`config.mk`:
```
export PLATFORM = sky130hd
export DESIGN_NAME = rr_mux_arbiter_flat
export DESIGN_NICKNAME = d
export VERILOG_FILES = /design/src/rtl/rr_mux_arbiter_if.sv /design/src/rtl/rr_mux_arbiter.sv /design/src/flat_wrapper.sv
export SDC_FILE = /design/constraint.sdc
export NUM_CORES = 1
export LEC_CHECK = 0
export BUFFER_PORTS_ARGS = -buffer_cell sky130_fd_sc_hd__buf_2
export CORE_AREA = 2 2 61 63
export DETAILED_ROUTE_END_ITERATION = 12
export DIE_AREA = 0 0 63 65
export GPL_TIMING_DRIVEN = 1
export PLACE_DENSITY = 0.53
export SYNTH_ARGS = -nofsm -noshare
export SYNTH_HDL_FRONTEND = slang
export SYNTH_SLANG_ARGS = --single-unit
```
`constraint.sdc`:
```
create_clock -name clk -period 1.7 [get_ports clk]
set_clock_uncertainty 0.05 [all_clocks]
set_input_delay 0.17 -clock clk [delete_from_list [all_inputs] [get_ports clk]]
set_output_delay 0.17 -clock clk [all_outputs]
set_load 0.1 [all_outputs]
```
`src/rtl/rr_mux_arbiter_if.sv`:
```
// -----------------------------------------------------------------------------
// rr_mux_arbiter_if
// Bus bundle between N producer channels, the arbitrating mux, and the single
// shared consumer.
//
// Signals:
//   in_data   [N*WIDTH]  channel i word at [i*WIDTH +: WIDTH]
//   in_valid  [N]        channel i offers a word
//   in_ready  [N]        channel i word accepted this cycle (one-hot or zero)
//   mode      [1]        0 = round-robin, 1 = fixed priority (lowest index wins)
//   out_data  [WIDTH]    registered selected word
//   out_sel   [SEL_W]    channel that supplied out_data
//   out_valid [1]        out_data/out_sel hold a word
//   out_ready [1]        consumer accepts the word this cycle
//   grant_any [1]        some channel is accepted this cycle
//
// Modports:
//   master  driven by the producers/consumer side (or a testbench)
//   slave   used by rr_mux_arbiter
// -----------------------------------------------------------------------------
interface rr_mux_arbiter_if #(
    parameter int WIDTH = 8,
    parameter int N     = 4
);
    localparam int SEL_W = $clog2(N);

    logic [N*WIDTH-1:0] in_data;
    logic [N-1:0]       in_valid;
    logic [N-1:0]       in_ready;
    logic               mode;
    logic [WIDTH-1:0]   out_data;
    logic [SEL_W-1:0]   out_sel;
    logic               out_valid;
    logic               out_ready;
    logic               grant_any;

    modport master (
        output in_data, in_valid, mode, out_ready,
        input  in_ready, out_data, out_sel, out_valid, grant_any
    );

    modport slave (
        input  in_data, in_valid, mode, out_ready,
        output in_ready, out_data, out_sel, out_valid, grant_any
    );
endinterface

```
`src/rtl/rr_mux_arbiter.sv`:
```
// -----------------------------------------------------------------------------
// rr_mux_arbiter
// N-channel, WIDTH-bit registered multiplexer with valid/ready handshakes on
// both sides and a built-in arbiter (round-robin or fixed priority, selected
// at run time by bus.mode). One channel is accepted per cycle; its word and
// index are captured into a single output register.
//
// Ports:
//   clk   system clock, rising edge
//   rst   synchronous, active-high reset
//   bus   rr_mux_arbiter_if.slave (see interface file for signal list)
// -----------------------------------------------------------------------------
module rr_mux_arbiter #(
    parameter int WIDTH = 8,
    parameter int N     = 4,
    localparam int SEL_W = $clog2(N)
) (
    input  logic             clk,
    input  logic             rst,
    rr_mux_arbiter_if.slave  bus
);

    logic [WIDTH-1:0] r_out_data;
    logic [SEL_W-1:0] r_out_sel;
    logic             r_out_valid;
    logic [SEL_W-1:0] r_ptr;      // last channel that transferred

    logic [WIDTH-1:0] w_word [N];
    logic             w_load_en;
    logic             w_found;
    logic [SEL_W-1:0] w_idx;
    logic             w_accept;

    // Output register is empty or being drained this cycle.
    assign w_load_en = ~r_out_valid | bus.out_ready;

    // Grant qualified by load_en; reset forces every in_ready low so no
    // producer believes its word was taken while state is being cleared.
    assign w_accept  = w_found & w_load_en & ~rst;

    generate
        for (genvar gi = 0; gi < N; gi++) begin : g_chan
            assign w_word[gi]       = bus.in_data[gi*WIDTH +: WIDTH];
            assign bus.in_ready[gi] = w_accept && (w_idx == SEL_W'(gi));
        end
    endgenerate

    // Arbitration. Both searches walk their order backwards so the last hit
    // written is the highest-priority requester.
    always_comb begin : p_arb
        logic [SEL_W-1:0] j;
        w_found = 1'b0;
        w_idx   = '0;
        j       = '0;
        if (bus.mode) begin
            for (int i = N - 1; i >= 0; i--) begin
                j = SEL_W'(i);
                if (bus.in_valid[j]) begin
                    w_found = 1'b1;
                    w_idx   = j;
                end
            end
        end else begin
            // Search order ptr+1, ptr+2, ..., ptr (mod N).
            for (int k = N; k >= 1; k--) begin
                j = SEL_W'((int'(r_ptr) + k) % N);
                if (bus.in_valid[j]) begin
                    w_found = 1'b1;
                    w_idx   = j;
                end
            end
        end
    end

    always_ff @(posedge clk) begin
        if (rst) begin
            r_out_valid <= 1'b0;
            r_out_data  <= '0;
            r_out_sel   <= '0;
            r_ptr       <= SEL_W'(N - 1);  // channel 0 first after reset
        end else if (w_load_en) begin
            if (w_accept) begin
                r_out_valid <= 1'b1;
                r_out_data  <= w_word[w_idx];
                r_out_sel   <= w_idx;
                // Tracked in both modes so returning to round-robin stays fair.
                r_ptr       <= w_idx;
            end else begin
                r_out_valid <= 1'b0;
            end
        end
    end

    assign bus.out_data  = r_out_data;
    assign bus.out_sel   = r_out_sel;
    assign bus.out_valid = r_out_valid;
    assign bus.grant_any = w_accept;

endmodule

```
`src/flat_wrapper.sv`:
```
// flat-port wrapper written by rule: the top's interface ports become plain ports
module rr_mux_arbiter_flat 
#(
    parameter int WIDTH = 8,
    parameter int N     = 4,
    localparam int SEL_W = $clog2(N)
)
  (clk, rst, bus_in_data, bus_in_valid, bus_mode, bus_out_ready, bus_in_ready, bus_out_data, bus_out_sel, bus_out_valid, bus_grant_any);
  rr_mux_arbiter_if #(.WIDTH(WIDTH), .N(N)) bus_i ();
  input  logic clk;
  input  logic rst;
  input wire logic [$bits(bus_i.in_data)-1:0] bus_in_data;
  input wire logic [$bits(bus_i.in_valid)-1:0] bus_in_valid;
  input wire logic [$bits(bus_i.mode)-1:0] bus_mode;
  input wire logic [$bits(bus_i.out_ready)-1:0] bus_out_ready;
  output wire logic [$bits(bus_i.in_ready)-1:0] bus_in_ready;
  output wire logic [$bits(bus_i.out_data)-1:0] bus_out_data;
  output wire logic [$bits(bus_i.out_sel)-1:0] bus_out_sel;
  output wire logic [$bits(bus_i.out_valid)-1:0] bus_out_valid;
  output wire logic [$bits(bus_i.grant_any)-1:0] bus_grant_any;
  assign bus_i.in_data = bus_in_data;
  assign bus_i.in_valid = bus_in_valid;
  assign bus_i.mode = bus_mode;
  assign bus_i.out_ready = bus_out_ready;
  assign bus_in_ready = bus_i.in_ready;
  assign bus_out_data = bus_i.out_data;
  assign bus_out_sel = bus_i.out_sel;
  assign bus_out_valid = bus_i.out_valid;
  assign bus_grant_any = bus_i.grant_any;
  rr_mux_arbiter #(.WIDTH(WIDTH), .N(N)) u_core (.clk(clk), .rst(rst), .bus(bus_i));
endmodule
```
==> summary.md <==
| Metric | Value |
|---|---|
| Max_cap viols | 0 |
| Routed WL | roughly 2400 um |
| First-pass GRT wire length | 3770 um |
| Vias | 885 |
| Top-count cell post-synth | mux2i_1 |
| CTS H-tree lvls | 1 |
| Antenna Cells | 0 |
| Synth Area in Compound Gates | 24.3% |
| Vias in the first global route | just over 800 |
| Final hold vios | 0 |
| Clk root buf | clkbuf_4 |
| Die ar. | 4100 um2 |
| IO Port Bufs | between 50 and 60 |
| Failing checks | setup timing |
| RSZ-0062 raised after global routing | true |
| Setup ws final | -0.158 ns |
| Clock-pin slew on the worst setup and hold paths | approximately 0.08 ns |
| Wire length per cell | around 12 um |
| Num ports | 56 |
| Die W | ~63 um |
| Max Fanout on Critical Path | 6 |
| Post-synthesis xor/xnor area fraction | 0% |
| Syn nets | 123 |
| Number of synthesized flops with an enable pin | 0 |
| HPWL after DPL | around 1900 um |
| Post-Synth Adder-Cell Area | 0% |
| Largest net degree at the start of global routing | 13 |
| Antenna Nets Post-Route | 0 |
| Static leakage | roughly 0.68 nW |
| Clk sinks | 13 |
| Mux cell area share after synthesis | a little over a fifth |
| Sequential share of the synthesized area | between 30% and 40% |
| Die span in y | 65 um |
| Via density | between 4 and 5 |
| DRT Pass-1 Iters | 4 |
| Setup CP Type | flop to output pin |
| Number of antenna violations at the first check in global routing | 0 |
| CTS Hold Buffers Added | 0 |
| Total GRT Usage | about 12% |
| Site Rows | 22 |
| GPL Wtd Cong | around 0.66 |
| Latest clock arrival within the worst-skew pair | between 0.2 and 0.3 ns |
| Nets | ~190 |
| CTS tree | done |
| Minimum clock period | 1.86 ns |
| Synth Flop Type | dfxtp_1 |
| WP data required | roughly 1.5 ns |
| Area delta synth->final | 76.7% |
| Measured slew at the worst slew-check pin | ~0.49 ns |
| Core area | ~3500 um2 |
| Synthesized flop and latch total | 13 |
| Yosys top cell by area | dfxtp_1 |
| Area share of the largest cell type after synthesis | between 30% and 40% |
| Post-place setup slack | -0.0379 ns |
| VDD IR max | 0.334 mV |
| Worst hold slack | between 0.1 and 0.15 ns |
| Post-Syn Instances | slightly above 80 |
| Fin crit share | 109% |
| PwrDens | roughly 830 nW/um2 |
| Crit start category | flop |
| Layout cells sized above 1 | 68.9% |
| CTS buffer count | 3 |
| Slew headroom | about two thirds |
| Top cells by count, synth | 17 x mux2i_1, 13 x dfxtp_1, 10 x nand2_1 |
| Leading post-synthesis cells by cell area | dfxtp_1 32%, mux2i_1 21%, o221ai_2 13% |
| Post-synth cell types | 26 |
| Ys async rst share | 0% |
| CP arrival | 1.64 ns |
| Gr ovfl total | 0 |
| Synth warnings | 0 |
| Clock Path Buffers | 2 |
| Simple-gate share of the synthesized area | ~16% |
| Initial Utilization | 23.4% |
| Max-slew violations | 0 |
| Syn avg cell area | 9.84 um2 |
| DRT iter0 DRCs | 13 |
| Hold Crit Class | input port to flop |
| Fmax achieved | approximately 540 MHz |
| Remaining DRCs | 0 |
| Main combinational cell family by area after synthesis | compound AO/OA/AOI/OAI gates |
| Worst setup EP type | output pin |
| Status | finished, violations left |
| Endpoints failing setup | 5 |
| Mapped Area | roughly 800 um2 |
[sequential cells by signal, summed over array words and instances, names as in the netlist]
register	cells
u_core.bus.out_data	8
u_core.bus.out_sel	2
u_core.bus.out_valid	1
u_core.r_ptr	2
[critical path, cell delays in order, from the launching register on]
cell	delay [ns]
dfxtp_4	0.37
mux2i_1	0.12
o32a_1	0.16
o32a_1	0.22
nand2b_4	0.19
nor2_4	0.12
buf_12	0.18
[worst paths after layout]
| path | slack, ns | depth (start not counted) | from | to |
|---|---|---|---|---|
| setup / recovery | -0.16 | 6 | u_core.r_ptr[1]$_SDFFE_PP1P_ | bus_in_ready[3] |
| hold / removal | 0.10 | 2 | rst | u_core.bus.out_valid$_SDFFE_PP0P_ |
| setup reg to reg | 0.06 | 7 | u_core.r_ptr[1]$_SDFFE_PP1P_ | u_core.bus.out_data[7]$_SDFFE_PP0P_ |
| hold reg to reg | 0.40 | 2 | u_core.bus.out_sel[0]$_SDFFE_PP0P_ | u_core.bus.out_sel[0]$_SDFFE_PP0P_ |
[report_power, final]
group          leakage, nW  internal [mW]  total [mW]  switching [mW]
combinational        0.559          0.220       0.653           0.433
sequential           0.108          0.340       0.362          0.0227
clock               0.0150         0.0908       0.190          0.0995
total                0.682          0.650        1.21           0.555
[area by class of cell]
class                   instances  area [um2]
inverters                       4        15.0
multi-input cells              62         612
well taps                      48        60.1
clock buffers                   4        26.3
flip-flops and latches         13         269
fillers                       369        2050
repair buffers                 68         462
[cell usage in the layout (no fill, tap or decap), drive strengths merged]
| master | count |
|---|---|
| o221ai | 8 |
| nand2 | 11 |
| nor2 | 9 |
| inv | 4 |
| nor2b | 1 |
| a22oi | 1 |
| a211o | 1 |
| o41ai | 1 |
| nor3 | 3 |
| nand2b | 2 |
| buf | 68 |
| a21oi | 2 |
| clkbuf | 4 |
| dfxtp | 13 |
| o32a | 2 |
| a31oi | 1 |
| nor3b | 1 |
| o21ai | 1 |
| a211oi | 1 |
| mux2i | 17 |
[cell families (layout without fill, tap and decap cells)]
group                  Yosys count  after routing
and+or+nand+nor                 27             27
AOI/OAI and AO/OA               18             18
buffers and inverters            8             76
muxes                           17             17
DFF                             13             13
[repair_timing]
action / CTS / global route
setup endpoints to repair: 11 / 10
hold endpoints to repair: 0 / 0
pin swaps: 5 / 4
setup buffers: 1 / 5
resized for setup: 2 / 13
[layer usage]
metal	part of all wire, %	vias to the layer above	track usage, %
li1	-	446	-
met4	2.4	0	5.83
met2	46	39	18.4
met3	6.6	4	1.74
met1	45	396	15.4
met5	0	-	0
[per-stage QoR]
step | cell area [um2] | instances | total power [mW] | utilization (%) | TNS [ns]
final | 1440 | 199 | 1.21 | 41.3 | -0.617
after global routing | 1440 | 199 | 1.27 | 41.3 | -1.07
after CTS | 1360 | 194 | 1.17 | 38.9 | -0.806
after detailed placement | 1320 | 189 | 0.978 | 37.8 | -0.174
after global placement | 1320 | 189 | 0.971 | 37.8 | 0
after floorplan | 880 | 83 | 0.815 | - | -3.03
Note: power is estimated with default switching activity, not from simulation.
